[config.mk]
export PLATFORM = sky130hd
export DESIGN_NAME = alarm_ctrl
export DESIGN_NICKNAME = d
export VERILOG_FILES = /design/src/rtl/alarm_pkg.sv /design/src/rtl/alarm_ctrl_btn_edge.sv /design/src/rtl/alarm_ctrl.sv
export SDC_FILE = /design/constraint.sdc
export NUM_CORES = 1
export LEC_CHECK = 0
export ABC_AREA = 1
export CAP_MARGIN = 30
export CORE_MARGIN = 5
export CORE_UTILIZATION = 25
export CTS_CLUSTER_DIAMETER = 100
export DETAILED_ROUTE_END_ITERATION = 6
export DONT_BUFFER_PORTS = 1
export GPL_TIMING_DRIVEN = 0
export PLACE_DENSITY = 0.47
export SYNTH_ARGS = -nofsm -noshare
export SYNTH_HDL_FRONTEND = slang
export SYNTH_SLANG_ARGS = --single-unit
export TNS_END_PERCENT = 20
[constraint.sdc]
create_clock -name clk -period 4.1 [get_ports clk]
set_clock_uncertainty 0.1 [all_clocks]
set_input_delay 0.82 -clock clk [delete_from_list [all_inputs] [get_ports clk]]
set_output_delay 0.82 -clock clk [all_outputs]
set_load 0.01 [all_outputs]
[src/rtl/alarm_pkg.sv]
// Shared types, limits and BCD increment helpers for the alarm-time controller.
package alarm_pkg;

  typedef enum logic [2:0] {
    ST_IDLE   = 3'd0,
    ST_SET    = 3'd1,
    ST_ARMED  = 3'd2,
    ST_RING   = 3'd3,
    ST_SNOOZE = 3'd4
  } state_t;

  localparam int unsigned CNT_W = 10;
  localparam int unsigned BCD_W = 4;

  localparam logic [BCD_W-1:0] BCD_MAX        = 4'd9;
  localparam logic [BCD_W-1:0] MIN_U_MAX      = 4'd9;
  localparam logic [BCD_W-1:0] MIN_T_MAX      = 4'd5;
  localparam logic [BCD_W-1:0] HR_T_MAX       = 4'd2;
  localparam logic [BCD_W-1:0] HR_U_MAX_AT_T2 = 4'd3;

  // HH:MM as four BCD digits, d3 = hour tens ... d0 = minute units
  typedef struct packed {
    logic [BCD_W-1:0] d3;
    logic [BCD_W-1:0] d2;
    logic [BCD_W-1:0] d1;
    logic [BCD_W-1:0] d0;
  } hhmm_t;

  // Minute field advance, 59 -> 00, hours untouched
  function automatic hhmm_t min_inc(input hhmm_t t);
    hhmm_t r;
    r = t;
    if (t.d0 >= MIN_U_MAX) begin
      r.d0 = '0;
      r.d1 = (t.d1 >= MIN_T_MAX) ? '0 : BCD_W'(t.d1 + 4'd1);
    end else begin
      r.d0 = BCD_W'(t.d0 + 4'd1);
    end
    return r;
  endfunction

  // Hour field advance, 23 -> 00, minutes untouched
  function automatic hhmm_t hr_inc(input hhmm_t t);
    hhmm_t r;
    r = t;
    if ((t.d3 == HR_T_MAX) && (t.d2 >= HR_U_MAX_AT_T2)) begin
      r.d3 = '0;
      r.d2 = '0;
    end else if (t.d2 >= BCD_MAX) begin
      r.d2 = '0;
      r.d3 = BCD_W'(t.d3 + 4'd1);
    end else begin
      r.d2 = BCD_W'(t.d2 + 4'd1);
    end
    return r;
  endfunction

endpackage

[src/rtl/alarm_ctrl_btn_edge.sv]
// Turns a synchronized, debounced button level into a one-cycle rising-edge pulse.
module btn_edge (
  input  logic clk,
  input  logic rst_n,
  input  logic i_lvl,
  output logic o_rise_c
);

  logic r_lvl;

  always_ff @(posedge clk or negedge rst_n) begin
    if (!rst_n) r_lvl <= 1'b0;
    else        r_lvl <= i_lvl;
  end

  assign o_rise_c = i_lvl & ~r_lvl;

endmodule

[src/rtl/alarm_ctrl.sv]
// Alarm-time register, set/arm mode FSM, time compare and ring/snooze sequencing.
module alarm_ctrl
  import alarm_pkg::*;
#(
  parameter int unsigned RING_SECS   = 60,
  parameter int unsigned SNOOZE_SECS = 300
) (
  input  logic       clk,
  input  logic       rst_n,
  input  logic       tick_1hz,
  input  logic       sec_zero,
  input  logic [3:0] t_d0,
  input  logic [3:0] t_d1,
  input  logic [3:0] t_d2,
  input  logic [3:0] t_d3,
  input  logic       btn_min,
  input  logic       btn_hora,
  input  logic       btn_set,
  input  logic       btn_stop,
  input  logic       btn_snooze,
  output logic [3:0] a_d0,
  output logic [3:0] a_d1,
  output logic [3:0] a_d2,
  output logic [3:0] a_d3,
  output logic       setting,
  output logic       armed,
  output logic       ringing
);

  logic w_min_rise, w_hora_rise, w_set_rise, w_stop_rise, w_snooze_rise;

  btn_edge u_min    (.clk(clk), .rst_n(rst_n), .i_lvl(btn_min),    .o_rise_c(w_min_rise));
  btn_edge u_hora   (.clk(clk), .rst_n(rst_n), .i_lvl(btn_hora),   .o_rise_c(w_hora_rise));
  btn_edge u_set    (.clk(clk), .rst_n(rst_n), .i_lvl(btn_set),    .o_rise_c(w_set_rise));
  btn_edge u_stop   (.clk(clk), .rst_n(rst_n), .i_lvl(btn_stop),   .o_rise_c(w_stop_rise));
  btn_edge u_snooze (.clk(clk), .rst_n(rst_n), .i_lvl(btn_snooze), .o_rise_c(w_snooze_rise));

  state_t             r_state, w_state_nxt;
  logic [CNT_W-1:0]   r_cnt, w_cnt_nxt;
  hhmm_t              r_alarm, w_alarm_nxt;
  logic               r_setting, r_armed, r_ringing;
  logic               w_setting_nxt, w_armed_nxt, w_ringing_nxt;
  hhmm_t              w_time;
  logic               w_trigger, w_ring_done, w_snooze_done;

  assign w_time = {t_d3, t_d2, t_d1, t_d0};

  // The sec_zero qualifier limits the match to one tick per minute
  assign w_trigger     = tick_1hz & sec_zero & (w_time == r_alarm);
  assign w_ring_done   = tick_1hz & (r_cnt == CNT_W'(RING_SECS - 1));
  assign w_snooze_done = tick_1hz & (r_cnt == CNT_W'(SNOOZE_SECS - 1));

  always_comb begin
    w_state_nxt = r_state;
    w_cnt_nxt   = r_cnt;
    w_alarm_nxt = r_alarm;

    unique case (r_state)
      ST_IDLE: begin
        if (w_set_rise) w_state_nxt = ST_SET;
      end
      ST_SET: begin
        // Minute and hour fields are disjoint, so both presses may land together
        if (w_min_rise)  w_alarm_nxt = min_inc(w_alarm_nxt);
        if (w_hora_rise) w_alarm_nxt = hr_inc(w_alarm_nxt);
        if (w_set_rise)  w_state_nxt = ST_ARMED;
      end
      ST_ARMED: begin
        if (w_set_rise)     w_state_nxt = ST_IDLE;
        else if (w_trigger) w_state_nxt = ST_RING;
      end
      ST_RING: begin
        if (w_stop_rise)        w_state_nxt = ST_ARMED;
        else if (w_snooze_rise) w_state_nxt = ST_SNOOZE;
        else if (w_ring_done)   w_state_nxt = ST_ARMED;
        else if (tick_1hz)      w_cnt_nxt   = r_cnt + CNT_W'(1);
      end
      ST_SNOOZE: begin
        if (w_stop_rise)        w_state_nxt = ST_ARMED;
        else if (w_snooze_done) w_state_nxt = ST_RING;
        else if (tick_1hz)      w_cnt_nxt   = r_cnt + CNT_W'(1);
      end
      default: w_state_nxt = ST_IDLE;
    endcase

    if (w_state_nxt != r_state) w_cnt_nxt = '0;

    w_setting_nxt = (w_state_nxt == ST_SET);
    w_ringing_nxt = (w_state_nxt == ST_RING);
    w_armed_nxt   = (w_state_nxt == ST_ARMED) || (w_state_nxt == ST_RING) ||
                    (w_state_nxt == ST_SNOOZE);
  end

  always_ff @(posedge clk or negedge rst_n) begin
    if (!rst_n) begin
      r_state   <= ST_IDLE;
      r_cnt     <= '0;
      r_alarm   <= '0;
      r_setting <= 1'b0;
      r_armed   <= 1'b0;
      r_ringing <= 1'b0;
    end else begin
      r_state   <= w_state_nxt;
      r_cnt     <= w_cnt_nxt;
      r_alarm   <= w_alarm_nxt;
      r_setting <= w_setting_nxt;
      r_armed   <= w_armed_nxt;
      r_ringing <= w_ringing_nxt;
    end
  end

  assign a_d0    = r_alarm.d0;
  assign a_d1    = r_alarm.d1;
  assign a_d2    = r_alarm.d2;
  assign a_d3    = r_alarm.d3;
  assign setting = r_setting;
  assign armed   = r_armed;
  assign ringing = r_ringing;

endmodule

# Word level (Yosys, flattened, before mapping)
# Index checks and enable logic that the tools add are counted.
[word_totals] regBits=37 output_inout_bits=19 elab_cells=88
[classes] n_addsub=5 order_cmp=4 n_eq_ne=18 n_mux=27 n_bitwise=14 reduce_logical=6
[op_table] operator="$mux 10" n=7
[op_table] operator="$mux 16" n=2
[op_table] operator="$mux 3" n=9
[op_table] operator="$mux 4" n=5
[op_table] operator="$pmux 10 s2" n=1
[op_table] operator="$add 4x1->4 const B" n=4
[op_table] operator="$eq 16x16->1" n=1
[op_table] operator="$mux 8" n=2
[op_table] operator="$ne 3x3->1 const B" n=5
[op_table] operator="$pmux 3 s5" n=1
[op_table] operator="$eq 3x2->1 const B" n=4
[op_table] operator="$add 10x1->10 const B" n=1
[op_table] operator="$eq 10x6->1 const B" n=1
[op_table] operator="$eq 10x9->1 const B" n=1
[op_table] operator="$and 1x1->1" n=9
[op_table] operator="$ge 4x4->1 const B" n=2
[op_table] operator="$eq 3x1->1 const B" n=2
[op_table] operator="$eq 3x3->1 const B" n=2
[op_table] operator="$reduce_and 6->1" n=1
[op_table] operator="$not 1->1" n=5
[op_table] operator="$eq 4x2->1 const B" n=1
[op_table] operator="$ge 4x2->1 const B" n=1
[op_table] operator="$ge 4x3->1 const B" n=1
[op_table] operator="$logic_not 3->1" n=1
[op_table] operator="4 further kinds" n=5

# Depth between registers and ports, before layout
# Gate-level depths: netlist of run 1.
[depth] ltp_word=9 depth_mapped=13 depth_no_buf=13

# By module
# A second synthesis of run 1 with hierarchy kept.
[unflattened] hier_cells=347 hier_area_um2=2469.9
[by_module_without_submodules] module="alarm_ctrl" n_inst=1 cells_each=332 area_each_um2=2294.7 seq_area_each_um2=800.8
[by_module_without_submodules] module="btn_edge" n_inst=5 cells_each=3 area_each_um2=35.0 seq_area_each_um2=25.0

# Worst setup path after synthesis of run 1
# Ideal clock, no wire load.
[synth_path] path_kind="input port to flip-flop" start="input port t_d1[3]" end="register r_cnt[0]" setup_time_ns=0.074 t_arrival_ns=1.816 setup_slack_ns=2.109 cell_stages=10 n_path_buf=0 cell_sequence="or2_2 -> nand3_1 -> nor2_1 -> nand4_1 -> nand2_1 -> nand2_1 -> nand3_1 -> nand2_1 -> nand3_2 -> nor2_1"
[synth_via] elab_chain_cells=8 word_cells_on_any_way=14
[synth_rtl] item="from (decl)" line_no="alarm_ctrl.sv:13" rtl="input logic [3:0] t_d1,"
[synth_rtl] item="$eq 16x16->1 (*)" line_no="alarm_ctrl.sv:49" rtl="assign w_trigger = tick_1hz & sec_zero & (w_time == r_alarm);"
[synth_rtl] item="$and 1x1->1 (*)" line_no="alarm_ctrl.sv:49"
[synth_rtl] item="$mux 3 (*)" line_no="alarm_ctrl.sv:70" rtl="else if (w_trigger) w_state_nxt = ST_RING;"
[synth_rtl] item="$mux 3 (*)" line_no="alarm_ctrl.sv:69" rtl="if (w_set_rise) w_state_nxt = ST_IDLE;"
[synth_rtl] item="$pmux 3 s5 (*)" line_no="alarm_ctrl.sv:58" rtl="unique case (r_state)"
[synth_rtl] item="named net w_state_nxt[0]" line_no="alarm_ctrl.sv:38" rtl="state_t r_state, w_state_nxt;"
[synth_rtl] item="$ne 3x3->1 (*)" line_no="alarm_ctrl.sv:86" rtl="if (w_state_nxt != r_state) w_cnt_nxt = '0;"
[synth_rtl] item="$ne 3x3->1 (no source line) / $reduce_bool 3->1 (equally long branches)"
[synth_rtl] item="$reduce_and 6->1 (no source line)"
[synth_rtl] item="to (signal assigned)" line_no="alarm_ctrl.sv:104" rtl="r_cnt <= w_cnt_nxt;"
[synth_rtl] item="to (decl)" line_no="alarm_ctrl.sv:39" rtl="logic [CNT_W-1:0] r_cnt, w_cnt_nxt;"
# The timed path passes the listed nets; every way through them passes the cells marked *.
# A chain may end at the register's enable or synchronous reset.

# Final worst setup path of run 1
[layout_path] start="input port t_d1[3]" end="register r_cnt[3]"
# Same word-level chain as after synthesis.

==> flow_summary.json, run 1 <==
{
  "status": "complete, no violations",
  "rows": 34,
  "maxCapViolations": 0,
  "dr.pass1.iters": 4,
  "power_frac_seq": 0.451,
  "required_ns": 4.22,
  "synth_ff_type": "dfrtp_1",
  "cts.repair.resized": 0,
  "avgViaCountPerCell": 4.47,
  "finalSetupTns_ns": 0,
  "cts_setup_buffers": 0,
  "power.switching_mw": 0.627,
  "clkPwrFrac": 0.201,
  "combPwrFrac": 0.349,
  "drive_gt1_frac": 0.0736,
  "yosysTopAreaCell": "dfrtp_1",
  "syn_area_um2": 2240,
  "drtIter0Drc": 46,
  "clockBufferDepth": 2,
  "syn_inst": 291,
  "clock.fmax_ghz": 0.511,
  "synth_seq_cells": 37,
  "hold_class": "input pin to asynchronous set/reset pin",
  "synth_nets": 328,
  "root_buffer": "clkbuf_8",
  "io_pins": 44,
  "swShare": 0.441,
  "hold_viol": 0,
  "synth_top_area_frac": 0.412,
  "worstMarginPinSlew_ns": 0.395,
  "drc": 0,
  "arrival_ns": 2.08,
  "antenna_found_initial": 0,
  "core_um2": 8720,
  "cts_hold_buf": 0,
  "cts_tree": "built",
  "crit_path_max_incr_delay_ns": 0.28,
  "crit-reg2reg-launch": "a_d1[3]",
  "slowest_stage": "or2_2",
  "intPower_mw": 0.794,
  "timing.final.crit_share": 0.477,
  "finalNetCount": 335,
  "grt_max_degree": 38,
  "powerDensity_nw_per_um2": 573,
  "die_y_um": 105,
  "startpoint": "t_d1[3]",
  "crit_type": "input pin to flip-flop",
  "postSynth.asyncResetShare": 1.00,
  "critPathBufInv": 0,
  "clk_latency_ns": 0.29,
  "io_buffers": 0,
  "grt_pass1_vias": 1796,
  "synth_seq_area_share": 0.412,
  "critPathCaptureType": "flip-flop",
  "initial_core_util": 0.257,
  "cts.sinks": 37,
  "yosysMostFrequentCell": "nand2_1",
  "period_minus_slack_ns": 1.96,
  "place_ws_ns": 1.80,
  "slew_headroom": 0.734,
  "dp_hpwl_um": 3870,
  "rsz0062_at_grt": "false",
  "cts_max_level": 2,
  "netlist_top_cells_count": "58 x nand2_1, 50 x inv_1, 41 x nor2_1, 37 x dfrtp_1, 19 x nand3_1",
  "critPathMostFrequentCell": "nand2_1",
  "antenna_cells": 0,
  "wire_per_inst_um": 12.3,
  "syn_avg_cell_area_um2": 7.71,
  "dieArea_um2": 11000,
  "synth-warning-count": 0,
  "path_max_fanout": 10,
  "setup_ws_ns": 2.14,
  "crit_family": "simple AND/OR/NAND/NOR gates",
  "yosys-top-cells-area": "dfrtp_1 41%, nand2_1 9.7%, inv_1 8.4%",
  "cts.clk_slew.worst_paths_ns": 0.08,
  "setup_viol": 0,
  "track_usage": 0.0974,
  "irDropWorstVdd_mv": 0.211,
  "gp_congestion": 0.774,
  "area_growth_pct": 10.5,
  "finalWirelength_um": 5000,
  "synth_edf_count": 0,
  "numCtsBuffers": 5,
  "slew_violations": 0,
  "num_vias": 1818,
  "grt_first_pass_wirelength_um": 8830,
  "crit_chain": "or2_2 > nand3_1 > nor2_1 > nand4_1 > nand2_1 > nand2_1 > nand3_1 > nand2_1 > nand3_2 > nor2_1",
  "antenna_left": 0,
  "worstSetupStartpointType": "input pin",
  "grt_overflow_total": 0,
  "leakagePower_nw": 1.16,
  "die_w_um": 105,
  "synthDistinctLibCells": 26
}
-- stage by stage --
| stage | util | area, um^2 | std cells | total power [mW] | hold slack [ns] |
|---|---|---|---|---|---|
| 2_1_floorplan | - | 2240 | 291 | 1.01 | 0.424 |
| 3_3_place_gp | 0.273 | 2380 | 399 | 1.15 | 0.425 |
| 3_5_place_dp | 0.273 | 2380 | 399 | 1.16 | 0.425 |
| 4_1_cts | 0.285 | 2480 | 407 | 1.45 | 0.101 |
| 5_1_grt | 0.285 | 2480 | 407 | 1.57 | 0.0937 |
| 6_report | 0.285 | 2480 | 407 | 1.42 | 0.119 |
-- placed cells by master, fill, tap and decap left out, types with 2 or more instances in the layout --
cell and instances:
nand2_1 58, inv_1 50, nor2_1 41, dfrtp_1 37, nand3_1 19, o21ai_0 14
ha_1 12, xor2_1 11, xnor2_1 7, a21oi_1 7, clkbuf_8 7, nand4_1 5
o22ai_1 5, nand3_2 4, nor3_1 4, nand3b_1 3, nor2_2 3, a31oi_1 2
-- routing by layer --
| metal | track usage | part of all wire | up-vias |
|---|---|---|---|
| met3 | 0.0265 | 0.045 | 10 |
| met2 | 0.156 | 0.45 | 33 |
| met4 | 0.0384 | 0.020 | 0 |
| li1 | - | - | 926 |
| met5 | 0 | 0 | - |
| met1 | 0.125 | 0.48 | 849 |
-- power by group through the flow --
| stage | Clock, mW | Combinational (mW) | Sequential, mW |
|---|---|---|---|
| global route | 0.316 | 0.586 | 0.664 |
| detailed placement | 0 | 0.502 | 0.654 |
| floorplan | 0 | 0.401 | 0.609 |
| finish | 0.285 | 0.496 | 0.640 |
| global placement | 0 | 0.500 | 0.654 |
| CTS | 0.300 | 0.506 | 0.646 |
-- state kept, by name, summed over array words and instances, names as in the netlist, 3 cells and up --
signal and flops:
r_cnt 10, a_d0 4, a_d1 4, a_d2 4
a_d3 4, r_state 3
-- path summary, 6_finish.rpt --
kind                                end  depth (start not counted)  slack [ns]
setup / recovery               r_cnt[3]                         10        2.14
hold / removal                 r_cnt[1]                          0        0.12
setup reg to reg               r_cnt[3]                         11        2.15
hold reg to reg                 a_d0[1]                          2        0.46
max in group asynchronous    r_state[0]                          0        3.70
min in group clk           u_stop.r_lvl                          0        0.45
-- worst register-to-register path, cell delays in order, from the launching register on --
cell	delay, ns
dfrtp_1	0.41
inv_1	0.10
or2_2	0.29
nand3_1	0.09
nor2_1	0.06
nand4_1	0.08
nand2_1	0.05
nand2_1	0.09
nand3_1	0.13
nand2_1	0.10
nand3_2	0.21
nor2_1	0.17
-- cell type report --
class | instances | area, um^2
multi-input combinational | 203 | 1130
fill | 933 | 6240
sequential | 37 | 926
inverter | 51 | 191
tap | 108 | 135
clock inverter | 1 | 5.00
clock buffer | 7 | 96.3
-- kinds of logic (layout without fill, tap and decap cells) --
group | after synthesis | after routing | synth area share
adders and majority gates | 12 | 12 | 0.0669
buffers and inverters | 51 | 59 | 0.0853
DFF | 37 | 37 | 0.412
AOI/OAI and AO/OA | 29 | 29 | 0.0702
xor gates and xnor gates | 18 | 18 | 0.0702
and+or+nand+nor | 144 | 144 | 0.295
Power figures use the tool's default switching activity.
==> inputs of run 2 (changes only) <==
--- a/config.mk
+++ b/config.mk
@@ -13,7 +13,7 @@
 export DETAILED_ROUTE_END_ITERATION = 6
 export DONT_BUFFER_PORTS = 1
 export GPL_TIMING_DRIVEN = 0
-export PLACE_DENSITY = 0.47
+export PLACE_DENSITY = 0.49
 export SYNTH_ARGS = -nofsm -noshare
 export SYNTH_HDL_FRONTEND = slang
 export SYNTH_SLANG_ARGS = --single-unit
==> constraint.sdc (replaced) <==
create_clock -name clk -period 1.8 [get_ports clk]
set_clock_uncertainty 0.1 [all_clocks]
set_input_delay 0.36 -clock clk [delete_from_list [all_inputs] [get_ports clk]]
set_output_delay 0.36 -clock clk [all_outputs]
set_load 0.01 [all_outputs]
==> run 2 against run 1 <==
The flow now finishes with violations (setup timing). Flip-flop and latch count unchanged. Non-clock buffer count rose by 22. Clock-buffer cell count unchanged. First-iteration DRC count is 8.7% lower. Sequential share of layout area down 4.8 points. Register-to-register slack worse by 2.2 ns. Design area rose by 16%. Core utilization is 4.7 points higher. Largest cell class unchanged.
==> flow_summary.json, run 2 (same netlist as run 1, synthesis figures left out) <==
{
  "status": "complete, but fails checks",
  "violations": "setup timing",
  "leakagePower_nw": 1.30,
  "crit_path_max_incr_delay_ns": 0.40,
  "antenna_left": 0,
  "root_buffer": "clkbuf_8",
  "clock.fmax_ghz": 0.545,
  "grt_max_degree": 38,
  "reg2reg_to": "r_cnt[0]",
  "drc": 0,
  "max_flop_register": "r_cnt",
  "place_ws_ns": -0.244,
  "placedCellCount": 399,
  "crit_end": "r_cnt[0]",
  "fillers": 895,
  "drive_gt1_frac": 0.268,
  "track_usage": 0.107,
  "finalNetCount": 358,
  "io_pins": 44,
  "slew_violations": 0,
  "largest_reg_flops": 10,
  "crit-reg2reg-launch": "r_cnt[2]",
  "dp_hpwl_um": 4050,
  "cts_max_level": 2,
  "cts.clk_slew.worst_paths_ns": 0.08,
  "irDropWorstVdd_mv": 0.532,
  "finalWirelength_um": 5790,
  "slew_headroom": 0.779,
  "worstSetupStartpointType": "flip-flop",
  "cts_tree": "built",
  "path_depth": 10,
  "dieArea_um2": 11000,
  "layout_common_cells": "54 x nand2_1, 37 x inv_1, 32 x nor2_1",
  "critPathCaptureType": "flip-flop",
  "period_minus_slack_ns": 1.84,
  "crit_type": "flip-flop to flip-flop",
  "clockBufferDepth": 2,
  "cts.sinks": 37,
  "crit_family": "simple AND/OR/NAND/NOR gates",
  "die_y_um": 105,
  "rsz0062_at_grt": "true",
  "avgViaCountPerCell": 4.52,
  "timing.final.crit_share": 1.02,
  "initial_core_util": 0.257,
  "regArea_um2": 938,
  "finalNonFillerCells": 429,
  "io_buffers": 0,
  "gp_congestion": 0.795,
  "startpoint": "r_cnt[2]",
  "drtIter0Drc": 42,
  "rr_worst_depth": 10,
  "rows": 34,
  "multi_input_area_um2": 1340,
  "antenna_cells": 0,
  "critPathBufInv": 1,
  "area_growth_pct": 28.8,
  "hold_start": "btn_min",
  "regToRegSetupSlack_ns": -0.04,
  "arrival_ns": 1.96,
  "required_ns": 1.92,
  "die_w_um": 105,
  "dr.pass1.iters": 4,
  "worstMarginPinSlew_ns": 0.329,
  "antenna_found_initial": 0,
  "clk_latency_ns": 0.29,
  "core_um2": 8720,
  "powerDensity_nw_per_um2": 1310,
  "num_vias": 1937,
  "final_common_cell": "nand2_1",
  "setup_ws_ns": -0.0362,
  "grt_overflow_total": 0,
  "grt_pass1_vias": 1912,
  "numCtsBuffers": 5,
  "hold_viol": 0,
  "grt_first_pass_wirelength_um": 9560,
  "hold_class": "input pin to flip-flop",
  "maxCapViolations": 0,
  "wire_per_inst_um": 13.5,
  "path_max_fanout": 5,
  "setup_viol": 7,
  "slowest_stage": "dfrtp_1",
  "crit_chain": "inv_2 > nand2_1 > nor2_1 > nand3_2 > nor2_4 > nand3_2 > nand3_4 > xor2_4 > nand3_4 > nor2_1"
}
==> run 2: worst min path at each step <==
| stage | end | slack (ns) | depth (start not counted) |
|---|---|---|---|
| finish | a_d0[1] | 0.28 | 4 |
| CTS | a_d0[1] | 0.24 | 4 |
| detailed placement | r_state[0] | -0.03 | 0 |
| global route | a_d0[0] | 0.32 | 4 |
| global placement | armed | -0.03 | 0 |
| floorplan | a_d0[0] | -0.04 | 0 |
==> run 2: final cells by class <==
class	count	area share
inverters	51	0.0680
repair buffers	22	0.0667
multi-input cells	204	0.464
well taps	108	0.0468
clock buffers	7	0.0299
flip-flops and latches	37	0.325
==> run 2: worst register-to-register path, delay by kind of cell, from the launching register on <==
kind                      cells  cell delay (ns)
xor gates and xnor gates      1             0.24
buffers and inverters         1             0.08
and+or+nand+nor               8             0.95
DFF                           1             0.40
==> run 2: report_power, final <==
| group | internal, mW | switching [mW] |
|---|---|---|
| Clock | 0.304 | 0.307 |
| Sequential | 1.08 | 0.442 |
| Combinational | 0.664 | 1.01 |
| Total | 2.05 | 1.75 |
==> run 2: repair_timing <==
| item | 4_1_cts | 5_1_grt |
|---|---|---|
| setup buffers | 7 | 8 |
| hold buffers | 7 | 0 |
| hold endpoints to repair | 42 | 0 |
| gates resized for setup | 36 | 32 |
| endpoints found under the setup margin | 16 | 22 |
| pin swaps | 8 | 16 |
| gates cloned | 1 | 0 |
==> run 2: through the flow <==
stage	area [um^2]	utilization	power [mW]	setup TNS [ns]	hold slack, ns
floorplan	2240	-	2.30	0	-0.0356
global placement	2380	0.273	2.62	-2.23	-0.0339
detailed placement	2380	0.273	2.65	-2.62	-0.0345
CTS	2720	0.312	3.67	-0.290	0.243
global route	2890	0.331	4.16	-1.65	0.322
finish	2890	0.331	3.80	-0.146	0.279
==> run 2: layer usage <==
metal,share of wire,GRT usage
met5,0,0
met4,0.022,0.0411
met3,0.060,0.0327
met2,0.46,0.173
met1,0.46,0.135
